File: src/rtl/code_sequencer_3b_pkg.sv
// Shared types and the code-step helper for the 3-bit code sequencer
// and its pushbutton debouncer.
package seg_pkg;

  localparam int CODE_W = 3;

  typedef logic [CODE_W-1:0] code_t;

  typedef enum logic [1:0] {
    IDLE    = 2'd0,
    ARM     = 2'd1,
    PRESSED = 2'd2,
    DISARM  = 2'd3
  } deb_state_t;

  typedef struct packed {
    code_t code;
    logic  wrap;
  } step_t;

  // One step up or down inside 0..max_code; an out-of-range code is pulled back in.
  function automatic step_t step_code(input code_t cur, input logic up, input code_t max_code);
    step_t res;
    res.code = cur;
    res.wrap = 1'b0;
    if (up) begin
      if (cur >= max_code) begin
        res.code = {CODE_W{1'b0}};
        res.wrap = 1'b1;
      end else begin
        res.code = cur + code_t'(1);
      end
    end else begin
      if (cur == {CODE_W{1'b0}}) begin
        res.code = max_code;
        res.wrap = 1'b1;
      end else if (cur > max_code) begin
        res.code = max_code;
      end else begin
        res.code = cur - code_t'(1);
      end
    end
    return res;
  endfunction

endpackage

File: src/rtl/code_sequencer_3b_btn_debounce.sv
// Pushbutton synchroniser and debounce FSM; emits a one-clock step_req when
// a press has been held high for DEB_CYCLES consecutive synchronised cycles.
module btn_debounce
  import seg_pkg::*;
#(
  parameter int DEB_CYCLES = 16
) (
  input  logic clk,
  input  logic rst_n,
  input  logic btn_step,
  output logic step_req
);

  localparam int CNT_W = $clog2(DEB_CYCLES + 1);
  localparam logic [CNT_W-1:0] CNT_ZERO = {CNT_W{1'b0}};
  localparam logic [CNT_W-1:0] CNT_ONE  = CNT_W'(1);
  localparam logic [CNT_W-1:0] CNT_LAST = CNT_W'(DEB_CYCLES - 1);

  logic             r_sync_meta;
  logic             r_sync;
  deb_state_t       r_state;
  deb_state_t       w_state_nxt;
  logic [CNT_W-1:0] r_cnt;
  logic [CNT_W-1:0] w_cnt_nxt;
  logic             w_req;

  // Two-flop synchroniser for the raw button.
  always_ff @(posedge clk or negedge rst_n) begin
    if (!rst_n) begin
      r_sync_meta <= 1'b0;
      r_sync      <= 1'b0;
    end else begin
      r_sync_meta <= btn_step;
      r_sync      <= r_sync_meta;
    end
  end

  // State and level-duration counter registers.
  always_ff @(posedge clk or negedge rst_n) begin
    if (!rst_n) begin
      r_state <= IDLE;
      r_cnt   <= CNT_ZERO;
    end else begin
      r_state <= w_state_nxt;
      r_cnt   <= w_cnt_nxt;
    end
  end

  // Next state, counter and the request strobe, issued on the ARM->PRESSED edge.
  always_comb begin
    w_state_nxt = r_state;
    w_cnt_nxt   = r_cnt;
    w_req       = 1'b0;
    case (r_state)
      IDLE: begin
        w_cnt_nxt = CNT_ZERO;
        if (r_sync) begin
          w_state_nxt = ARM;
        end else begin
          w_state_nxt = IDLE;
        end
      end
      ARM: begin
        if (!r_sync) begin
          w_state_nxt = IDLE;
          w_cnt_nxt   = CNT_ZERO;
        end else if (r_cnt == CNT_LAST) begin
          w_state_nxt = PRESSED;
          w_cnt_nxt   = CNT_ZERO;
          w_req       = 1'b1;
        end else begin
          w_cnt_nxt = r_cnt + CNT_ONE;
        end
      end
      PRESSED: begin
        w_cnt_nxt = CNT_ZERO;
        if (!r_sync) begin
          w_state_nxt = DISARM;
        end else begin
          w_state_nxt = PRESSED;
        end
      end
      DISARM: begin
        // A bounce back high during release is the same press, not a new one.
        if (r_sync) begin
          w_state_nxt = PRESSED;
          w_cnt_nxt   = CNT_ZERO;
        end else if (r_cnt == CNT_LAST) begin
          w_state_nxt = IDLE;
          w_cnt_nxt   = CNT_ZERO;
        end else begin
          w_cnt_nxt = r_cnt + CNT_ONE;
        end
      end
      default: begin
        w_state_nxt = IDLE;
        w_cnt_nxt   = CNT_ZERO;
      end
    endcase
  end

  assign step_req = w_req;

endmodule

File: src/rtl/code_sequencer_3b.sv
// Registered 3-bit code {A,B,C} stepped by a debounced pushbutton.
// Optional timed auto-step divider is built when AUTO_STEP_EN is defined.
module code_sequencer_3b
  import seg_pkg::*;
#(
  parameter int DEB_CYCLES = 16,
  parameter int MAX_CODE   = 7
`ifdef AUTO_STEP_EN
  ,
  parameter int STEP_DIV   = 8
`endif
) (
  input  logic clk,
  input  logic rst_n,
  input  logic btn_step,
  input  logic dir_up,
  input  logic hold,
`ifdef AUTO_STEP_EN
  input  logic auto_mode,
`endif
  output logic A,
  output logic B,
  output logic C,
  output logic step_pulse,
  output logic wrap
);

  localparam code_t MAX_C = code_t'(MAX_CODE);

  logic  r_dir_meta;
  logic  r_dir_sync;
  logic  r_hold_meta;
  logic  r_hold_sync;
  code_t r_code;
  logic  r_step;
  logic  r_wrap;
  logic  w_btn_req;
  logic  w_req;
  step_t w_step;

  btn_debounce #(
    .DEB_CYCLES (DEB_CYCLES)
  ) u_btn_debounce (
    .clk      (clk),
    .rst_n    (rst_n),
    .btn_step (btn_step),
    .step_req (w_btn_req)
  );

  // Two-flop synchronisers for the direction and hold levels.
  always_ff @(posedge clk or negedge rst_n) begin
    if (!rst_n) begin
      r_dir_meta  <= 1'b0;
      r_dir_sync  <= 1'b0;
      r_hold_meta <= 1'b0;
      r_hold_sync <= 1'b0;
    end else begin
      r_dir_meta  <= dir_up;
      r_dir_sync  <= r_dir_meta;
      r_hold_meta <= hold;
      r_hold_sync <= r_hold_meta;
    end
  end

`ifdef AUTO_STEP_EN
  localparam int DIV_W = $clog2(STEP_DIV);
  localparam logic [DIV_W-1:0] DIV_ZERO = {DIV_W{1'b0}};
  localparam logic [DIV_W-1:0] DIV_ONE  = DIV_W'(1);
  localparam logic [DIV_W-1:0] DIV_LAST = DIV_W'(STEP_DIV - 1);

  logic             r_auto_meta;
  logic             r_auto_sync;
  logic [DIV_W-1:0] r_div;
  logic             w_div_run;
  logic             w_div_req;

  // Two-flop synchroniser for the auto-mode level.
  always_ff @(posedge clk or negedge rst_n) begin
    if (!rst_n) begin
      r_auto_meta <= 1'b0;
      r_auto_sync <= 1'b0;
    end else begin
      r_auto_meta <= auto_mode;
      r_auto_sync <= r_auto_meta;
    end
  end

  assign w_div_run = r_auto_sync & ~r_hold_sync;
  assign w_div_req = w_div_run & (r_div == DIV_LAST);

  // Auto-step divider: counts 0..STEP_DIV-1 while running, otherwise held cleared.
  always_ff @(posedge clk or negedge rst_n) begin
    if (!rst_n) begin
      r_div <= DIV_ZERO;
    end else if (!w_div_run) begin
      r_div <= DIV_ZERO;
    end else if (r_div == DIV_LAST) begin
      r_div <= DIV_ZERO;
    end else begin
      r_div <= r_div + DIV_ONE;
    end
  end

  // Coincident button and divider requests merge into one step.
  assign w_req = w_btn_req | w_div_req;
`else
  assign w_req = w_btn_req;
`endif

  // Candidate next code and wrap flag for the current direction.
  always_comb begin
    w_step = step_code(r_code, r_dir_sync, MAX_C);
  end

  // Code register with coincident step and wrap strobes; hold drops requests.
  always_ff @(posedge clk or negedge rst_n) begin
    if (!rst_n) begin
      r_code <= {CODE_W{1'b0}};
      r_step <= 1'b0;
      r_wrap <= 1'b0;
    end else if (w_req && !r_hold_sync) begin
      r_code <= w_step.code;
      r_step <= 1'b1;
      r_wrap <= w_step.wrap;
    end else begin
      r_step <= 1'b0;
      r_wrap <= 1'b0;
    end
  end

  assign A          = r_code[2];
  assign B          = r_code[1];
  assign C          = r_code[0];
  assign step_pulse = r_step;
  assign wrap       = r_wrap;

endmodule
File: config.mk
export PLATFORM = sky130hd
export DESIGN_NAME = code_sequencer_3b
export DESIGN_NICKNAME = d
export VERILOG_FILES = /design/src/rtl/code_sequencer_3b_pkg.sv /design/src/rtl/code_sequencer_3b_btn_debounce.sv /design/src/rtl/code_sequencer_3b.sv
export SDC_FILE = /design/constraint.sdc
export NUM_CORES = 1
export LEC_CHECK = 0
export BUFFER_PORTS_ARGS = -buffer_cell sky130_fd_sc_hd__buf_2
export CORE_UTILIZATION = 53
export CTS_CLUSTER_SIZE = 24
export DETAILED_ROUTE_END_ITERATION = 12
export HOLD_SLACK_MARGIN = 0.06
export PLACE_DENSITY = 0.78
export SLEW_MARGIN = 15
export SYNTH_ARGS = -nofsm -noshare
export SYNTH_HDL_FRONTEND = slang
export SYNTH_HIERARCHICAL = 1
export SYNTH_SLANG_ARGS = --single-unit
File: constraint.sdc
create_clock -name clk -period 2.18 [get_ports clk]
set_clock_uncertainty 0.15 [all_clocks]
set_input_delay 0.327 -clock clk [delete_from_list [all_inputs] [get_ports clk]]
set_output_delay 0.327 -clock clk [all_outputs]
set_load 0.1 [all_outputs]
==> flow_metrics.env <==
export IMPL_worst_hold_path_type="flop to flop"
export IMPL_drc_errors=0
export IMPL_num_io_pins=10
export IMPL_power_density_nw_per_um2=610
export IMPL_cp_end_kind="flop"
export IMPL_fmax_ghz=0.515
export IMPL_min_period_ps=1940
export IMPL_path_max_fanout=5
export IMPL_synth_area_per_cell_um2=11.7
export IMPL_ctsHtreeMaxLevel=1
export IMPL_outcome="complete, no violations"
export IMPL_ys_seq_elements=18
export IMPL_hold_viol_final=0
export IMPL_grt_pass1_vias=410
export IMPL_setup_viol=0
export IMPL_hold_end="r_dir_sync$_DFF_PN0_"
export IMPL_dieArea_um2=1640
export IMPL_ir_drop_mv=0.634
export IMPL_r2r_start="u_btn_debounce/r_cnt[0]$_DFF_PN0_"
export IMPL_holdPathStages=0
export IMPL_clock_latency_ps=280
export IMPL_port_buffer_count=9
export IMPL_rows=13
export IMPL_ys_types=26
export IMPL_yosysWarnings=6
export IMPL_clk_pin_slew_ps=100
export IMPL_power_leakage_nw=0.429
export IMPL_via_per_inst=5.50
export IMPL_initial_core_util=0.589
export IMPL_grt_max_degree=19
export IMPL_whs_ps=196
export IMPL_drive_gt1_frac=0.217
export IMPL_drv_cap=0
export IMPL_drt_iter0_drc=11
export IMPL_drt_pass1_iter_count=4
export IMPL_cts_buffer_depth=2
export IMPL_grt_use_total=0.166
export IMPL_startpoint_type="flop"
export IMPL_min_period_over_period=0.890
export IMPL_grt_pass1_wl_um=1710
export IMPL_clock_root_buffer="clkbuf_4"
export IMPL_cp_data_arrival_time_ps=1980
export IMPL_finalMaxSlewViolations=0
export IMPL_final_common_cell="dfrtp_1"
export IMPL_grt_overflow=0
export IMPL_area_growth_syn_to_layout_pct=17.5
export IMPL_postSynthCellCount=67
export IMPL_hp_start="r_dir_meta$_DFF_PN0_"
export IMPL_rsz0062_at_grt="no"
export IMPL_tightest_slew_ps=488
export IMPL_postCtsSetupBuffers=0
export IMPL_avgRoutedWirePerCell_um=12.1
export IMPL_cts_made_buffers=3
export IMPL_dp_hpwl_um=868
export IMPL_design_core_area_um2=1330
export IMPL_max_slew_margin=0.677
export IMPL_syn_cell_area_um2=786
export IMPL_die_h_um=40.5
export IMPL_nets=94
export IMPL_final_cell_mix="16 x dfrtp_1, 9 x buf_2, 6 x nand2_1, 5 x ha_1"
export IMPL_worstSetupStartpoint="u_btn_debounce/r_cnt[0]$_DFF_PN0_"
export IMPL_cts_hold_buf=4
export IMPL_syn_num_nets=77
export IMPL_ys_seq_area_frac=0.573
export IMPL_grt_antenna_before_repair=0
export IMPL_die_x_um=40.5
export IMPL_num_vias=539
export IMPL_r2r_cells=8
export IMPL_ant_nets=0
export IMPL_finalSetupTns_ps=0
export IMPL_gp_congestion=0.665
export IMPL_drt_total_wl_um=1190
export IMPL_reg2reg_to="r_code[0]$_DFFE_PN0P_"
export IMPL_cts_resized_gates=0
export IMPL_cts_tree="done"
export IMPL_worst_r2r_setup_slack_ps=240
export IMPL_crit_type="flop to flop"
export IMPL_num_antenna_cells=0
export IMPL_clock_sinks=18
export IMPL_worst_ep_required_time_ps=2220
## through the flow
stage          power (W)  std cells  worst slack, ps   util  cell area, um^2
6_report        0.000563         98              239  0.692              923
3_3_place_gp    0.000371         90              278  0.635              847
2_1_floorplan   0.000361         67              147      -              788
4_1_cts         0.000571         98              225  0.692              923
3_5_place_dp    0.000372         90              241  0.635              847
5_1_grt         0.000593         98             26.2  0.692              923
## worst max-delay path: stages (launching register included)
cell and delay, ps:
dfrtp_1 410, ha_1 240, and4b_4 280, nand2_2 80, nor3b_1 200, nand2b_1 160
inv_1 160, nand3_1 100, o311ai_1 70
## power by group
group | switching [W] | internal, W
clock | 0.0000912 | 0.000102
combinational | 0.0000109 | 0.0000116
sequential | 0.00000607 | 0.000342
total | 0.000108 | 0.000455
## routing by layer
metal | track usage | part of all wire | vias up
li1 | - | - | 266
met1 | 0.233 | 0.46 | 252
met2 | 0.246 | 0.47 | 19
met3 | 0.0667 | 0.061 | 2
met4 | 0.0250 | 0.0067 | 0
met5 | 0 | 0 | -
## registers in the layout (all words and copies together) (netlist names), named ones only
register / count
u_btn_debounce/r_cnt: 5
u_btn_debounce/r_sync_meta: 1
r_code: 3
r_hold_sync: 1
r_hold_meta: 1
r_dir_meta: 1
step_pulse: 1
u_btn_debounce/r_state: 1
u_btn_debounce/r_sync: 1
r_dir_sync: 1
wrap: 1
## final cells by class
cell class	instances	area, um^2
Sequential cell	18	453
Multi-Input combinational cell	44	315
Tap cell	15	18.8
Fill cell	109	410
Timing Repair Buffer	13	85.1
Inverter	4	15.0
Clock buffer	4	36.3
## logic make-up after synthesis
logic type / count (synthesis) / share of synthesized area
simple gates: 27 / 0.191
flops: 18 / 0.573
compound gates: 8 / 0.0780
buf+inv: 5 / 0.0255
fa+ha+maj: 5 / 0.0796
xor+xnor: 3 / 0.0334
mux: 1 / 0.0191
## cells in the mapped netlist, drive strengths merged
master,instances,share of area
dfrtp,18,0.57
a31oi,1,0.0080
nor2b,1,0.0080
nand3,4,0.025
xnor2,2,0.022
nand2b,3,0.024
nand3b,1,0.0096
a311o,1,0.013
inv,4,0.019
o21ai,1,0.0064
mux2,1,0.019
clkbuf,1,0.0064
nor3,2,0.013
and2,1,0.0080
nand4b,1,0.011
o311ai,1,0.011
nor2,4,0.019
and4b,1,0.018
ha,5,0.080
xor2,1,0.011
nand2,7,0.037
a311oi,1,0.011
a21oi,1,0.0064
a41oi,2,0.022
nor3b,2,0.019
## worst max path at each step
| stage | end | depth (start not counted) |
|---|---|---|
| 2_1_floorplan | r_code[2]$_DFFE_PN0P_ | 4 |
| 3_3_place_gp | r_code[0]$_DFFE_PN0P_ | 8 |
| 3_5_place_dp | r_code[0]$_DFFE_PN0P_ | 8 |
| 4_1_cts | r_code[0]$_DFFE_PN0P_ | 8 |
| 5_1_grt | r_code[0]$_DFFE_PN0P_ | 8 |
| 6_report | r_code[0]$_DFFE_PN0P_ | 8 |
(Power assumes the default switching activity.)
